### src/rtl/mem_req_ctrl_if.sv
// mem_req_ctrl_if: execute handshake, data-memory request/response and writeback bundle
// Modports: slave = mem_req_ctrl (serves execute, drives memory and writeback),
//           master = the surrounding pipeline/memory (drives requests, stall and read data).
// Optional: MISALIGN_TRAP_EN adds wb_misalign.
interface mem_req_ctrl_if;
  logic        ex_valid, ex_ready, ex_is_load, ex_is_store;
  logic [2:0]  ex_funct3;
  logic [4:0]  ex_rd;
  logic [63:0] ex_addr, ex_wdata;
  logic        mem_read_en, mem_write_en, zero_extends, stall_from_mem;
  logic [63:0] mem_addr, mem_write_data, mem_read_data;
  logic [3:0]  mem_read_size, mem_wmask;
  logic        wb_valid;
  logic [4:0]  wb_rd;
  logic [63:0] wb_data;
`ifdef MISALIGN_TRAP_EN
  logic        wb_misalign;
`endif
  modport slave (
    input  ex_valid, ex_is_load, ex_is_store, ex_funct3, ex_rd, ex_addr, ex_wdata,
    input  stall_from_mem, mem_read_data,
    output ex_ready, mem_read_en, mem_write_en, mem_addr, mem_write_data,
    output mem_read_size, mem_wmask, zero_extends, wb_valid, wb_rd, wb_data
`ifdef MISALIGN_TRAP_EN
    , output wb_misalign
`endif
  );
  modport master (
    output ex_valid, ex_is_load, ex_is_store, ex_funct3, ex_rd, ex_addr, ex_wdata,
    output stall_from_mem, mem_read_data,
    input  ex_ready, mem_read_en, mem_write_en, mem_addr, mem_write_data,
    input  mem_read_size, mem_wmask, zero_extends, wb_valid, wb_rd, wb_data
`ifdef MISALIGN_TRAP_EN
    , input wb_misalign
`endif
  );
endinterface

### src/rtl/mem_req_ctrl.sv
// mem_req_ctrl: single-outstanding load/store sequencer between execute and data memory
// Ports: ACLK (rising edge), ARESETn (async assert, active-low),
//        bus (mem_req_ctrl_if.slave): ex_* handshake in, mem_* request/response, wb_* writeback out.
// Optional: MISALIGN_TRAP_EN traps misaligned accesses straight to writeback with wb_misalign.
module mem_req_ctrl (
  input logic ACLK,
  input logic ARESETn,
  mem_req_ctrl_if.slave bus
);
  typedef enum logic [1:0] {IDLE, ISSUE, WAIT, DONE} state_t;
  state_t state;
  logic [4:0] rd_q;
  logic is_load, is_store, mem_op, mis;
  logic [3:0] size;
  assign is_load = bus.ex_is_load;
  assign is_store = bus.ex_is_store & ~bus.ex_is_load;
  assign mem_op = is_load | is_store;
  assign size = 4'b0001 << bus.ex_funct3[1:0];
`ifdef MISALIGN_TRAP_EN
  // address bits that must be zero: none for byte, [0] half, [1:0] word, [2:0] double
  assign mis = mem_op & |(bus.ex_addr[2:0] & {&bus.ex_funct3[1:0], bus.ex_funct3[1], |bus.ex_funct3[1:0]});
`else
  assign mis = 1'b0;
`endif
  always_ff @(posedge ACLK or negedge ARESETn) begin
    if (!ARESETn) begin
      state <= IDLE;
      rd_q <= '0;
      bus.ex_ready <= 1'b1;
      bus.mem_read_en <= 1'b0;
      bus.mem_write_en <= 1'b0;
      bus.mem_addr <= '0;
      bus.mem_write_data <= '0;
      bus.mem_read_size <= '0;
      bus.mem_wmask <= '0;
      bus.zero_extends <= 1'b0;
      bus.wb_valid <= 1'b0;
      bus.wb_rd <= '0;
      bus.wb_data <= '0;
`ifdef MISALIGN_TRAP_EN
      bus.wb_misalign <= 1'b0;
`endif
    end else begin
      case (state)
        IDLE: if (bus.ex_valid && bus.ex_ready) begin
          bus.ex_ready <= 1'b0;
          rd_q <= bus.ex_rd;
          if (mem_op && !mis) begin
            state <= ISSUE;
            bus.mem_addr <= bus.ex_addr;
            bus.mem_write_data <= bus.ex_wdata;
            bus.mem_read_size <= is_load ? size : '0;
            bus.mem_wmask <= is_store ? size : '0;
            bus.zero_extends <= is_load & bus.ex_funct3[2];
            bus.mem_read_en <= is_load;
            bus.mem_write_en <= is_store;
          end else begin
            state <= DONE;
            bus.wb_valid <= 1'b1;
            bus.wb_rd <= bus.ex_rd;
            bus.wb_data <= mem_op ? '0 : bus.ex_addr;
`ifdef MISALIGN_TRAP_EN
            bus.wb_misalign <= mis;
`endif
          end
        end
        // a store finishes straight out of ISSUE; a load finishes from WAIT once memory stops stalling
        ISSUE, WAIT: if (state == ISSUE && bus.mem_read_en) begin
          state <= WAIT;
        end else if (state == ISSUE || !bus.stall_from_mem) begin
          state <= DONE;
          bus.mem_read_en <= 1'b0;
          bus.mem_write_en <= 1'b0;
          bus.mem_addr <= '0;
          bus.mem_write_data <= '0;
          bus.mem_read_size <= '0;
          bus.mem_wmask <= '0;
          bus.zero_extends <= 1'b0;
          bus.wb_valid <= 1'b1;
          bus.wb_rd <= rd_q;
          bus.wb_data <= bus.mem_read_en ? bus.mem_read_data : '0;
        end
        DONE: begin
          state <= IDLE;
          bus.ex_ready <= 1'b1;
          bus.wb_valid <= 1'b0;
          bus.wb_rd <= '0;
          bus.wb_data <= '0;
`ifdef MISALIGN_TRAP_EN
          bus.wb_misalign <= 1'b0;
`endif
        end
      endcase
    end
  end
endmodule

### src/flat_wrapper.sv
// flat-port wrapper written by rule: the top's interface ports become plain ports
module mem_req_ctrl_flat 
  (ACLK, ARESETn, bus_ex_valid, bus_ex_is_load, bus_ex_is_store, bus_ex_funct3, bus_ex_rd, bus_ex_addr, bus_ex_wdata, bus_stall_from_mem, bus_mem_read_data, bus_ex_ready, bus_mem_read_en, bus_mem_write_en, bus_mem_addr, bus_mem_write_data, bus_mem_read_size, bus_mem_wmask, bus_zero_extends, bus_wb_valid, bus_wb_rd, bus_wb_data);
  mem_req_ctrl_if bus_i ();
  input logic ACLK;
  input logic ARESETn;
  input wire logic [$bits(bus_i.ex_valid)-1:0] bus_ex_valid;
  input wire logic [$bits(bus_i.ex_is_load)-1:0] bus_ex_is_load;
  input wire logic [$bits(bus_i.ex_is_store)-1:0] bus_ex_is_store;
  input wire logic [$bits(bus_i.ex_funct3)-1:0] bus_ex_funct3;
  input wire logic [$bits(bus_i.ex_rd)-1:0] bus_ex_rd;
  input wire logic [$bits(bus_i.ex_addr)-1:0] bus_ex_addr;
  input wire logic [$bits(bus_i.ex_wdata)-1:0] bus_ex_wdata;
  input wire logic [$bits(bus_i.stall_from_mem)-1:0] bus_stall_from_mem;
  input wire logic [$bits(bus_i.mem_read_data)-1:0] bus_mem_read_data;
  output wire logic [$bits(bus_i.ex_ready)-1:0] bus_ex_ready;
  output wire logic [$bits(bus_i.mem_read_en)-1:0] bus_mem_read_en;
  output wire logic [$bits(bus_i.mem_write_en)-1:0] bus_mem_write_en;
  output wire logic [$bits(bus_i.mem_addr)-1:0] bus_mem_addr;
  output wire logic [$bits(bus_i.mem_write_data)-1:0] bus_mem_write_data;
  output wire logic [$bits(bus_i.mem_read_size)-1:0] bus_mem_read_size;
  output wire logic [$bits(bus_i.mem_wmask)-1:0] bus_mem_wmask;
  output wire logic [$bits(bus_i.zero_extends)-1:0] bus_zero_extends;
  output wire logic [$bits(bus_i.wb_valid)-1:0] bus_wb_valid;
  output wire logic [$bits(bus_i.wb_rd)-1:0] bus_wb_rd;
  output wire logic [$bits(bus_i.wb_data)-1:0] bus_wb_data;
  assign bus_i.ex_valid = bus_ex_valid;
  assign bus_i.ex_is_load = bus_ex_is_load;
  assign bus_i.ex_is_store = bus_ex_is_store;
  assign bus_i.ex_funct3 = bus_ex_funct3;
  assign bus_i.ex_rd = bus_ex_rd;
  assign bus_i.ex_addr = bus_ex_addr;
  assign bus_i.ex_wdata = bus_ex_wdata;
  assign bus_i.stall_from_mem = bus_stall_from_mem;
  assign bus_i.mem_read_data = bus_mem_read_data;
  assign bus_ex_ready = bus_i.ex_ready;
  assign bus_mem_read_en = bus_i.mem_read_en;
  assign bus_mem_write_en = bus_i.mem_write_en;
  assign bus_mem_addr = bus_i.mem_addr;
  assign bus_mem_write_data = bus_i.mem_write_data;
  assign bus_mem_read_size = bus_i.mem_read_size;
  assign bus_mem_wmask = bus_i.mem_wmask;
  assign bus_zero_extends = bus_i.zero_extends;
  assign bus_wb_valid = bus_i.wb_valid;
  assign bus_wb_rd = bus_i.wb_rd;
  assign bus_wb_data = bus_i.wb_data;
  mem_req_ctrl u_core (.ACLK(ACLK), .ARESETn(ARESETn), .bus(bus_i));
endmodule
### config.mk
export PLATFORM = sky130hd
export DESIGN_NAME = mem_req_ctrl_flat
export DESIGN_NICKNAME = d
export VERILOG_FILES = /design/src/rtl/mem_req_ctrl_if.sv /design/src/rtl/mem_req_ctrl.sv /design/src/flat_wrapper.sv
export SDC_FILE = /design/constraint.sdc
export NUM_CORES = 1
export LEC_CHECK = 0
export CORE_AREA = 4 4 159 161
export DETAILED_ROUTE_END_ITERATION = 6
export DIE_AREA = 0 0 163 165
export HOLD_SLACK_MARGIN = 0.15
export PLACE_DENSITY = 0.81
export SYNTH_ARGS = -nofsm -noshare
export SYNTH_HDL_FRONTEND = slang
export SYNTH_SLANG_ARGS = --single-unit
### constraint.sdc
create_clock -name ACLK -period 6 [get_ports ACLK]
set_input_delay 1.2 -clock ACLK [delete_from_list [all_inputs] [get_ports ACLK]]
set_output_delay 1.2 -clock ACLK [all_outputs]
set_load 0.05 [all_outputs]
==> qor.yml <==
clocking:
  cts_buffers: 24
  h-tree-depth: 1
  ctsRootBufferMaster: "clkbuf_16"
  cts_setup_buffers: 0
  clkTransAtPathRegs_ps: 60
  postCtsHoldBufs: 0
  clk_latency_ps: 510
  cts_tree: "yes"
  cts_resized: 0
  clockBufferDepth: 3
  clock-sinks: 217
timing:
  finalMaxSlewViolations: 0
  tightest_slew_ps: 1050
  relSlewSlack_pct: 30.2
  hold_viol: 0
  fin_crit_ps: 3530
  fin_setup_tns_ps: 0
  holdWs_ps: 476
  setup_violations: 0
  max_freq_mhz: 283
  worst_clock_skew_ps: 6.95
  period_share_pct: 58.8
  rsz0062_at_grt: "no"
yosys:
  synth_ff_type: "dfrtp_1"
  ys_seq_area_share_pct: 52.0
  syn_inst: 873
  synth.avg_cell_area_um2: 12.0
  yosysUniqueCellTypes: 29
  syn_nets: 1083
  synth_most_common_cell: "dfrtp_1"
  ys_top_cells_by_area: "dfrtp_1 52%, mux2_4 16%, nor2b_1 7.7%"
  yosys.area.top_type: "dfrtp_1"
  syn_area_mm2: 0.0104
  synth-seq-cells: 217
  synthArstFlopShare_pct: 100
  yosys.area.top_type_share_pct: 51.8
  yosys_warnings: 0
  synth-edff-count: 0
  synthTopCellsByCount: "216 x dfrtp_1, 129 x nor2b_1, 108 x mux2_4"
power_and_ir_drop:
  p_leak_nw: 7.07
  pwr_density_cell_mw_per_mm2: 206
  max-vdd-ir-drop_mv: 0.185
final_layout:
  n_fill_cell: 1867
  nNetsFinal: 1467
  final_util_pct: 64.6
  final-seq-area_mm2: 0.00543
  multiInputGateArea_mm2: 0.00455
  syn2layout_area_growth_pct: 48.3
  drive_above_1_share_pct: 15.4
global_routing:
  grt_max_degree: 133
  antenna_found_initial: 1
  grt_overflow: 0
  grt_pass1_vias: 8508
  grt_use_total_pct: 22.7
  grt_pass1_wl_mm: 48.1
route:
  drt-vias-per-instance: 5.05
  routed_wl_mm: 31.8
  vias: 8078
  drc: 0
  drtIter0Drc: 483
  firstDrtPassIters: 5
  postRouteAntennaNets: 0
  wl_per_cell_um: 19.9
setup_path:
  cp_max_fo: 85
  crit_start: "u_core.state[0]"
  worst_ep_required_time_ps: 6390
  endpoint_kind: "flip-flop"
  arrival_ps: 3920
  path_class: "flip-flop to flip-flop"
  cp-start-kind: "flip-flop"
  reg2reg_depth: 7
  reg2reg_from: "u_core.state[0]"
die:
  num_rows: 57
  core_area_mm2: 0.0240
  start_util_pct: 43.6
  die_area_mm2: 0.0269
  dieWidth_um: 163
  io-pin-count: 416
  die_h_um: 165
min_path:
  holdPathStages: 2
  holdCritPathClass: "flip-flop to flip-flop"
  min_from: "u_core.bus.wb_data[3]"
placement:
  place_congestion: 0.828
  portBuffers: 415
  hpwlAfterDp_mm: 22.4
outcome:
  outcome: "complete, no violations"
run:
  drv_cap: 0
[flip-flops by register name, indices dropped and copies added, names as in the netlist]
signal / count
u_core.bus.ex_ready: 1
u_core.bus.mem_write_en: 1
u_core.bus.wb_valid: 1
u_core.bus.mem_write_data: 64
u_core.bus.mem_wmask: 4
u_core.bus.mem_addr: 64
u_core.rd_q: 5
u_core.bus.zero_extends: 1
u_core.bus.wb_data: 64
u_core.state: 2
u_core.bus.wb_rd: 5
u_core.bus.mem_read_en: 1
u_core.bus.mem_read_size: 4
[metrics by stage]
stage / power [mW] / setup WS [ps] / instance area, um2 / std cells
global placement: 1.72 / 2150 / 14700 / 1555
CTS: 3.23 / 2390 / 15500 / 1599
floorplan: 1.54 / 3630 / 10400 / 873
global route: 3.31 / 2120 / 15500 / 1600
detailed placement: 1.72 / 2090 / 14700 / 1555
finish: 3.19 / 2470 / 15500 / 1600
[logic make-up (layout without fill, tap and decap cells)]
logic type | count (synthesis) | count (layout) | synth area share [%]
and+or+nand+nor | 289 | 289 | 16.2
other | 0 | 1 | 0
buffers and inverters | 72 | 474 | 4.66
adders and majority gates | 4 | 4 | 0.479
AOI/OAI and AO/OA | 147 | 147 | 7.21
DFF | 217 | 217 | 52.0
muxes | 144 | 144 | 19.4
[critical path, cell delays in order (launching register included)]
cell and delay, ps:
dfrtp_1 380, inv_1 130, ha_4 890, nand3b_1 180, and2_4 230, nand3_4 710, buf_12 390, mux2_2 390
[final timing paths]
path	slack, ps	endpoint
setup reg to reg	2470	u_core.bus.mem_write_data[21]
min in group asynchronous	770	u_core.bus.mem_write_data[38]
hold / removal	480	u_core.bus.wb_data[3]
hold reg to reg	480	u_core.bus.wb_data[3]
max in group asynchronous	3940	u_core.bus.wb_data[44]
setup / recovery	2470	u_core.bus.mem_write_data[21]
[cells in the final DEF, fill, tap and decap left out, types with 2 or more instances in the layout]
cell type | synthesis | routed
clkbuf_16 | 0 | 25
nand2_1 | 73 | 72
nor3b_1 | 64 | 64
a21oi_1 | 69 | 69
clkbuf_8 | 0 | 9
inv_1 | 6 | 6
mux2_4 | 108 | 108
o21ai_0 | 72 | 72
clkinv_2 | 0 | 2
dfrtp_1 | 216 | 216
buf_4 | 2 | 7
nand3_1 | 3 | 3
buf_12 | 11 | 2
ha_1 | 4 | 2
mux2_2 | 34 | 34
nand2b_1 | 4 | 4
nor2_1 | 9 | 9
clkbuf_1 | 38 | 7
mux2i_1 | 2 | 2
clkdlybuf4s50_1 | 0 | 414
nor2b_1 | 129 | 129
ha_4 | 0 | 2
a22oi_1 | 5 | 5
nor3_1 | 2 | 2
[routing by layer]
metal	part of all wire, %	wire, um	global-route usage, %	vias to the layer above
li1	-	-	-	3744
met1	37	11900	26.5	3947
met2	50	16000	39.5	317
met3	7.9	2520	5.81	70
met4	4.2	1330	10.0	0
met5	0	0	0	-
[report_power, final]
group          switching (mW)  total, mW  internal (mW)
Clock                   0.582       1.50          0.916
Sequential                  0       1.46           1.46
Combinational          0.0782      0.234          0.156
[final cells by class]
class | instances | share of cell area, %
Sequential cell | 217 | 35.1
Inverter | 6 | 0.146
Clock buffer | 41 | 5.01
Antenna cell | 1 | 0.0162
Multi-Input combinational cell | 584 | 29.4
Tap cell | 324 | 2.62
Timing Repair Buffer | 424 | 27.5
Clock inverter | 3 | 0.259
No activity file was read; power rests on OpenSTA's default activity.
